==> config.mk <==
export PLATFORM = sky130hd
export DESIGN_NAME = change_dispenser_flat
export DESIGN_NICKNAME = d
export VERILOG_FILES = /design/src/rtl/change_dispenser_pkg.sv /design/src/rtl/change_dispenser_if.sv /design/src/rtl/change_dispenser_order_fifo.sv /design/src/rtl/change_dispenser.sv /design/src/flat_wrapper.sv
export SDC_FILE = /design/constraint.sdc
export NUM_CORES = 1
export LEC_CHECK = 0
export CAP_MARGIN = 0
export CORE_MARGIN = 4
export CORE_UTILIZATION = 55
export CTS_CLUSTER_SIZE = 28
export DETAILED_ROUTE_END_ITERATION = 8
export GPL_TIMING_DRIVEN = 0
export PLACE_DENSITY_LB_ADDON = 0.08
export SKIP_CTS_REPAIR_TIMING = 1
export SKIP_LAST_GASP = 1
export SLEW_MARGIN = 25
export SYNTH_ARGS = -nofsm -noshare
export SYNTH_HDL_FRONTEND = slang
export SYNTH_SLANG_ARGS = --single-unit
==> constraint.sdc <==
create_clock -name i_clk -period 2.55 [get_ports i_clk]
set_input_delay 0.255 -clock i_clk [delete_from_list [all_inputs] [get_ports i_clk]]
set_output_delay 0.255 -clock i_clk [all_outputs]
set_load 0.02 [all_outputs]
==> src/rtl/change_dispenser_pkg.sv <==
// change_dispenser_pkg
//   Shared types and constants for the change dispenser slice.
//   cmd_e   : actuator command encoding (SODA, DIME, NICKLE).
//   state_e : dispenser FSM states.
//   COIN_*  : default coin values in 5-cent units.
package change_dispenser_pkg;

  localparam int COIN_DIME_UNITS   = 2;
  localparam int COIN_NICKLE_UNITS = 1;

  typedef enum logic [1:0] {
    CMD_SODA   = 2'd0,
    CMD_DIME   = 2'd1,
    CMD_NICKLE = 2'd2
  } cmd_e;

  typedef enum logic [1:0] {
    ST_IDLE   = 2'd0,
    ST_SODA   = 2'd1,
    ST_CHANGE = 2'd2
  } state_e;

endpackage

==> src/rtl/change_dispenser_if.sv <==
// change_dispenser_if
//   Actuator command channel (valid/ready).
//   cmd_valid : command valid (driven by master)
//   cmd       : command code, cmd_e (driven by master)
//   cmd_ready : actuator accepts the command this cycle (driven by slave)
interface change_dispenser_if;
  import change_dispenser_pkg::*;

  logic cmd_valid;
  cmd_e cmd;
  logic cmd_ready;

  modport master (output cmd_valid, output cmd, input cmd_ready);
  modport slave  (input cmd_valid, input cmd, output cmd_ready);

endinterface

==> src/rtl/change_dispenser_order_fifo.sv <==
// order_fifo
//   Synchronous FIFO for pending purchases.
//   i_clk, i_rst_n : clock, async active-low reset
//   push, din      : write request and data (ignored when full unless popping)
//   pop, dout      : read request and head-of-queue data (show-ahead)
//   full, empty    : status
//   count          : number of stored entries (registered)
module order_fifo #(
  parameter int DEPTH = 4,
  parameter int WIDTH = 3
) (
  input  logic                         i_clk,
  input  logic                         i_rst_n,
  input  logic                         push,
  input  logic [WIDTH-1:0]             din,
  input  logic                         pop,
  output logic [WIDTH-1:0]             dout,
  output logic                         full,
  output logic                         empty,
  output logic [$clog2(DEPTH+1)-1:0]   count
);

  localparam int AW = $clog2(DEPTH);
  localparam int CW = $clog2(DEPTH+1);

  logic [WIDTH-1:0] mem [DEPTH];
  logic [AW-1:0]    wr_ptr;
  logic [AW-1:0]    rd_ptr;
  logic             do_push;
  logic             do_pop;

  assign full  = (count == CW'(DEPTH));
  assign empty = (count == '0);
  assign dout  = mem[rd_ptr];

  // A write into a full queue is legal when the head leaves in the same cycle.
  assign do_push = push && (!full || pop);
  assign do_pop  = pop && !empty;

  always_ff @(posedge i_clk) begin
    if (do_push) mem[wr_ptr] <= din;
  end

  // DEPTH is a power of two, so pointers wrap naturally.
  always_ff @(posedge i_clk or negedge i_rst_n) begin
    if (!i_rst_n) begin
      wr_ptr <= '0;
      rd_ptr <= '0;
      count  <= '0;
    end else begin
      if (do_push) wr_ptr <= wr_ptr + AW'(1);
      if (do_pop)  rd_ptr <= rd_ptr + AW'(1);
      case ({do_push, do_pop})
        2'b10:   count <= count + CW'(1);
        2'b01:   count <= count - CW'(1);
        default: count <= count;
      endcase
    end
  end

endmodule

==> src/rtl/change_dispenser.sv <==
// change_dispenser
//   Queues purchase pulses from the vending controller and drives the
//   actuator channel: release soda, then pay change greedily in dimes,
//   falling back to nickles.
//   i_clk, i_rst_n     : clock, async active-low reset
//   i_soda, i_change   : one-cycle purchase pulse and change owed (units)
//   i_dime_empty       : dime tube empty
//   i_nickle_empty     : nickle tube empty
//   cmd_if (master)    : actuator command channel (valid/cmd/ready)
//   o_busy             : FSM not idle
//   o_pending          : queued purchases, excluding the one in service
//   o_overflow         : sticky, a purchase was dropped on a full queue
//   o_change_err       : sticky, change could not be fully paid
//
//   state     | meaning
//   ----------+-------------------------------------------------------
//   ST_IDLE   | nothing in service; pops the queue head when present
//   ST_SODA   | SODA command offered, waiting for the transfer
//   ST_CHANGE | DIME/NICKLE command offered, waiting for the transfer
module change_dispenser
  import change_dispenser_pkg::*;
#(
  parameter int FIFO_DEPTH   = 4,
  parameter int CHG_WIDTH    = 3,
  parameter int DIME_UNITS   = COIN_DIME_UNITS,
  parameter int NICKLE_UNITS = COIN_NICKLE_UNITS
) (
  input  logic                              i_clk,
  input  logic                              i_rst_n,
  input  logic                              i_soda,
  input  logic [CHG_WIDTH-1:0]              i_change,
  input  logic                              i_dime_empty,
  input  logic                              i_nickle_empty,
  change_dispenser_if.master                cmd_if,
  output logic                              o_busy,
  output logic [$clog2(FIFO_DEPTH+1)-1:0]   o_pending,
  output logic                              o_overflow,
  output logic                              o_change_err
);

  localparam int CNT_W = $clog2(FIFO_DEPTH+1);
  localparam logic [CHG_WIDTH-1:0] DIME_V   = CHG_WIDTH'(DIME_UNITS);
  localparam logic [CHG_WIDTH-1:0] NICKLE_V = CHG_WIDTH'(NICKLE_UNITS);

  logic                 fifo_pop;
  logic                 fifo_full;
  logic                 fifo_empty;
  logic [CHG_WIDTH-1:0] fifo_dout;
  logic [CNT_W-1:0]     fifo_count;

  state_e               state;
  logic [CHG_WIDTH-1:0] remaining;
  logic                 cmd_valid;
  cmd_e                 cmd;
  logic                 busy;
  logic                 overflow;
  logic                 change_err;

  logic                 xfer;
  logic [CHG_WIDTH-1:0] rem_base;
  logic                 dime_ok;
  logic                 nickle_ok;

  assign fifo_pop = (state == ST_IDLE) && !fifo_empty;

  order_fifo #(
    .DEPTH (FIFO_DEPTH),
    .WIDTH (CHG_WIDTH)
  ) u_fifo (
    .i_clk   (i_clk),
    .i_rst_n (i_rst_n),
    .push    (i_soda),
    .din     (i_change),
    .pop     (fifo_pop),
    .dout    (fifo_dout),
    .full    (fifo_full),
    .empty   (fifo_empty),
    .count   (fifo_count)
  );

  assign xfer = cmd_valid && cmd_if.cmd_ready;

  // rem_base is what is still owed once the command now on the channel
  // completes. The next coin is chosen from it at the transfer edge so
  // commands run back-to-back, and the tube flags only matter then.
  always_comb begin
    rem_base = remaining;
    if (state == ST_CHANGE)
      rem_base = remaining - ((cmd == CMD_DIME) ? DIME_V : NICKLE_V);
    dime_ok   = (rem_base >= DIME_V)   && !i_dime_empty;
    nickle_ok = (rem_base >= NICKLE_V) && !i_nickle_empty;
  end

  always_ff @(posedge i_clk or negedge i_rst_n) begin
    if (!i_rst_n) begin
      state      <= ST_IDLE;
      remaining  <= '0;
      cmd_valid  <= 1'b0;
      cmd        <= CMD_SODA;
      busy       <= 1'b0;
      overflow   <= 1'b0;
      change_err <= 1'b0;
    end else begin
      if (i_soda && fifo_full && !fifo_pop) overflow <= 1'b1;

      case (state)
        ST_IDLE: begin
          if (!fifo_empty) begin
            remaining <= fifo_dout;
            state     <= ST_SODA;
            cmd       <= CMD_SODA;
            cmd_valid <= 1'b1;
            busy      <= 1'b1;
          end
        end
        ST_SODA, ST_CHANGE: begin
          if (xfer) begin
            if (rem_base == '0) begin
              state     <= ST_IDLE;
              remaining <= '0;
              cmd_valid <= 1'b0;
              busy      <= 1'b0;
            end else if (dime_ok) begin
              state     <= ST_CHANGE;
              remaining <= rem_base;
              cmd       <= CMD_DIME;
            end else if (nickle_ok) begin
              state     <= ST_CHANGE;
              remaining <= rem_base;
              cmd       <= CMD_NICKLE;
            end else begin
              change_err <= 1'b1;
              state      <= ST_IDLE;
              remaining  <= '0;
              cmd_valid  <= 1'b0;
              busy       <= 1'b0;
            end
          end
        end
        default: begin
          state     <= ST_IDLE;
          remaining <= '0;
          cmd_valid <= 1'b0;
          busy      <= 1'b0;
        end
      endcase
    end
  end

  assign cmd_if.cmd_valid = cmd_valid;
  assign cmd_if.cmd       = cmd;
  assign o_busy           = busy;
  assign o_pending        = fifo_count;
  assign o_overflow       = overflow;
  assign o_change_err     = change_err;

endmodule

==> src/flat_wrapper.sv <==
// flat-port wrapper written by rule: the top's interface ports become plain ports
module change_dispenser_flat import change_dispenser_pkg::*;
#(
  parameter int FIFO_DEPTH   = 4,
  parameter int CHG_WIDTH    = 3,
  parameter int DIME_UNITS   = COIN_DIME_UNITS,
  parameter int NICKLE_UNITS = COIN_NICKLE_UNITS
)
  (i_clk, i_rst_n, i_soda, i_change, i_dime_empty, i_nickle_empty, o_busy, o_pending, o_overflow, o_change_err, cmd_if_cmd_valid, cmd_if_cmd, cmd_if_cmd_ready);
  change_dispenser_if cmd_if_i ();
  input  logic i_clk;
  input  logic i_rst_n;
  input  logic i_soda;
  input  logic [CHG_WIDTH-1:0] i_change;
  input  logic i_dime_empty;
  input  logic i_nickle_empty;
  output logic o_busy;
  output logic [$clog2(FIFO_DEPTH+1)-1:0] o_pending;
  output logic o_overflow;
  output logic o_change_err;
  output wire logic [$bits(cmd_if_i.cmd_valid)-1:0] cmd_if_cmd_valid;
  output wire logic [$bits(cmd_if_i.cmd)-1:0] cmd_if_cmd;
  input wire logic [$bits(cmd_if_i.cmd_ready)-1:0] cmd_if_cmd_ready;
  assign cmd_if_cmd_valid = cmd_if_i.cmd_valid;
  assign cmd_if_cmd = cmd_if_i.cmd;
  assign cmd_if_i.cmd_ready = cmd_if_cmd_ready;
  change_dispenser #(.FIFO_DEPTH(FIFO_DEPTH), .CHG_WIDTH(CHG_WIDTH), .DIME_UNITS(DIME_UNITS), .NICKLE_UNITS(NICKLE_UNITS)) u_core (.i_clk(i_clk), .i_rst_n(i_rst_n), .i_soda(i_soda), .i_change(i_change), .i_dime_empty(i_dime_empty), .i_nickle_empty(i_nickle_empty), .cmd_if(cmd_if_i), .o_busy(o_busy), .o_pending(o_pending), .o_overflow(o_overflow), .o_change_err(o_change_err));
endmodule
==> out/metrics.cfg <==
[detailed_routing]
num_vias = 1070
wl_per_cell_um = 15.8
wl_um = 2870
drt-initial-drc-count = 65
drt-pass1-iter-count = 4
viasPerCell = 5.88
remaining_drc_errors = 0
final_antenna_net_count = 0

[global_routing]
overflow = 0
antenna_found_initial = 0
grt_max_degree = 18
grt_pass1_vias = 1018
track_usage_pct = 17.6
grt_pass1_wl_um = 4630

[power_and_ir_drop]
seqPwrFrac_pct = 31.5
netSwitchingFraction_pct = 40.5
switchingPower_uw = 1030
clockPowerShare_pct = 14.6
p_leak_uw = 0.000777
internal-power_uw = 1510
vdd_ir_drop_max_mv = 1.09
combPwrFrac_pct = 53.9
power.density_nw_per_um2 = 1360
power_uw = 2540

[sta]
maxSlewViolCount = 0
slew_headroom_pct = 48.1
rsz0062_at_grt = true
worst_pin_slew_ns = 0.776
setup_viol = 0
setup_slack_ns = 0.0897
period_share_pct = 96.5
period_needed_ns = 2.46
clock.fmax_ghz = 0.406
fin_setup_tns_ns = 0
hold_viol_final = 0
clock_skew_ns = 0.00306

[setup_path]
crit_path_cell_trace = nand2b_1, ha_1, fa_1, nand4bb_1, a311oi_4, o31ai_2, a22o_1
path_delay_family = adder cells
r2r_slack_ns = 0.09
crit_path_end_kind = flop
critical-path-slowest-cell = fa_1
r2r_cells = 7
startpoint_type = flop
crit_fanout = 4
r2r-start = u_core.cmd_if.cmd[1]
critPathArrivalTime_ns = 2.68
reg2reg_to = u_core.state[1]
criticalPathCategory = reg -> reg
cp.required_ns = 2.77
slowest_delay_ns = 0.59
critPathBufInv = 0

[run_status]
status = completed

[layout]
antenna_cells = 0
final_cells = 182
syn2layout_area_growth_pct = 19.2
final_net_count = 170
drive_gt1_share_pct = 13.9
fill_cells = 210

[die]
fp-row-count = 19
ios = 18
fp.dieArea_um2 = 3770
core_um2 = 2730
die_w_um = 61.4
initial_core_util_pct = 57.4
die_y_um = 61.4

[synth]
synth_cell_types = 42
ys_ff_latch = 29
synth.most_common_cell = dfrtp_1
synth_ff_type = dfrtp_1
synth_seq_area_share_pct = 50.1
synth-edff-count = 12
synth_fp_nets = 147
yosysTopAreaCellShare_pct = 27.1
synthesis.area_um2 = 1570
async_reset_ff_share_pct = 58.6
synthTopCellsByCount = dfrtp_1, inv_1, edfxtp_1
synth.area.top_cells = dfrtp_1, edfxtp_1, ha_1
syn_inst = 127
yosysTopAreaCell = dfrtp_1
synth.avg_cell_area_um2 = 12.4
synth_warnings = 0

[place]
place_congestion = 0.920
place_inst = 175
dp_hpwl_um = 2090
dpl_worst_slack_ns = -0.104
port_buffers = 17

[clock_network]
cts_buffers = 5
insertion_delay_ns = 0.33
htreeDepth = 2
cts_tree = done
cts.clk_slew.worst_paths_ns = 0.09
clock_sinks = 29
root_buffer = clkbuf_4
clockBufferDepth = 2

[job]
drv_cap = 0

[worst_hold_path]
hp-class = in -> async

==> power groups by stage <==
stage / clock network (µW) / registers, µW / logic (µW)
global placement: 0 / 791 / 1310
global route: 401 / 821 / 1520
detailed placement: 0 / 804 / 1350
floorplan: 0 / 832 / 957
finish: 371 / 802 / 1370
CTS: 377 / 795 / 1360
==> per-stage QoR <==
step                util, %  instance area (µm²)  hold WS [ns]
floorplan                 -                 1570       -0.0406
global placement       65.0                 1780         0.440
detailed placement     65.0                 1780         0.455
CTS                    67.9                 1860         0.386
global route           68.4                 1870         0.407
finish                 68.4                 1870         0.372
==> area by class of cell <==
class | instances | area (µm²) | share of cell area, %
flip-flops and latches | 29 | 786 | 42.0
multi-input cells | 77 | 702 | 37.5
repair buffers | 17 | 170 | 9.10
inverters | 15 | 56.3 | 3.01
clock inverters | 3 | 41.3 | 2.21
plain buffers | 5 | 38.8 | 2.07
well taps | 31 | 38.8 | 2.07
clock buffers | 5 | 37.5 | 2.01
==> worst max path at each step <==
stage / startpoint / to / slack, ns / cells after the start
3_5_place_dp: u_core.state[0] / u_core.u_fifo.count[2] / -0.10 / 12
4_1_cts: u_core.state[0] / u_core.u_fifo.count[2] / -0.16 / 12
3_3_place_gp: u_core.state[0] / u_core.u_fifo.count[2] / -0.006 / 12
2_1_floorplan: u_core.cmd_if.cmd[1] / u_core.cmd_if.cmd_valid / 0.20 / 7
5_1_grt: u_core.cmd_if.cmd[1] / u_core.cmd_if.cmd_valid / -0.01 / 7
6_report: u_core.cmd_if.cmd[1] / u_core.state[1] / 0.09 / 7
==> cell usage in the layout (no fill, tap or decap), types with 4 or more instances in the layout <==
cell              n
and2_1            4
dfrtp_1          17
xnor2_1           5
clkbuf_4          5
clkdlybuf4s50_1  17
ha_1              8
edfxtp_1         12
nand2_1           8
a22o_1            5
inv_1            14
==> flip-flops by register name (all words and copies together) (netlist names) <==
name / cells
u_core.o_overflow: 1
u_core.state: 2
u_core.u_fifo.count: 3
u_core.remaining: 3
u_core.o_change_err: 1
u_core.cmd_if.cmd: 2
u_core.u_fifo.mem: 12
u_core.u_fifo.rd_ptr: 2
u_core.cmd_if.cmd_valid: 1
u_core.u_fifo.wr_ptr: 2
==> logic make-up after synthesis <==
| kind of cell | synth area share, % |
|---|---|
| compound gates | 14.6 |
| xor+xnor | 3.91 |
| fa+ha+maj | 9.73 |
| buf+inv | 6.30 |
| flops | 50.1 |
| mux | 5.66 |
| simple gates | 9.73 |
==> per-layer routing <==
layer	track usage, %	wire length (µm)	vias to the layer above
li1	-	-	503
met1	19.5	1200	526
met2	29.5	1440	34
met3	6.50	156	7
met4	9.09	72	0
met5	0	0	-
(Power assumes the default switching activity.)
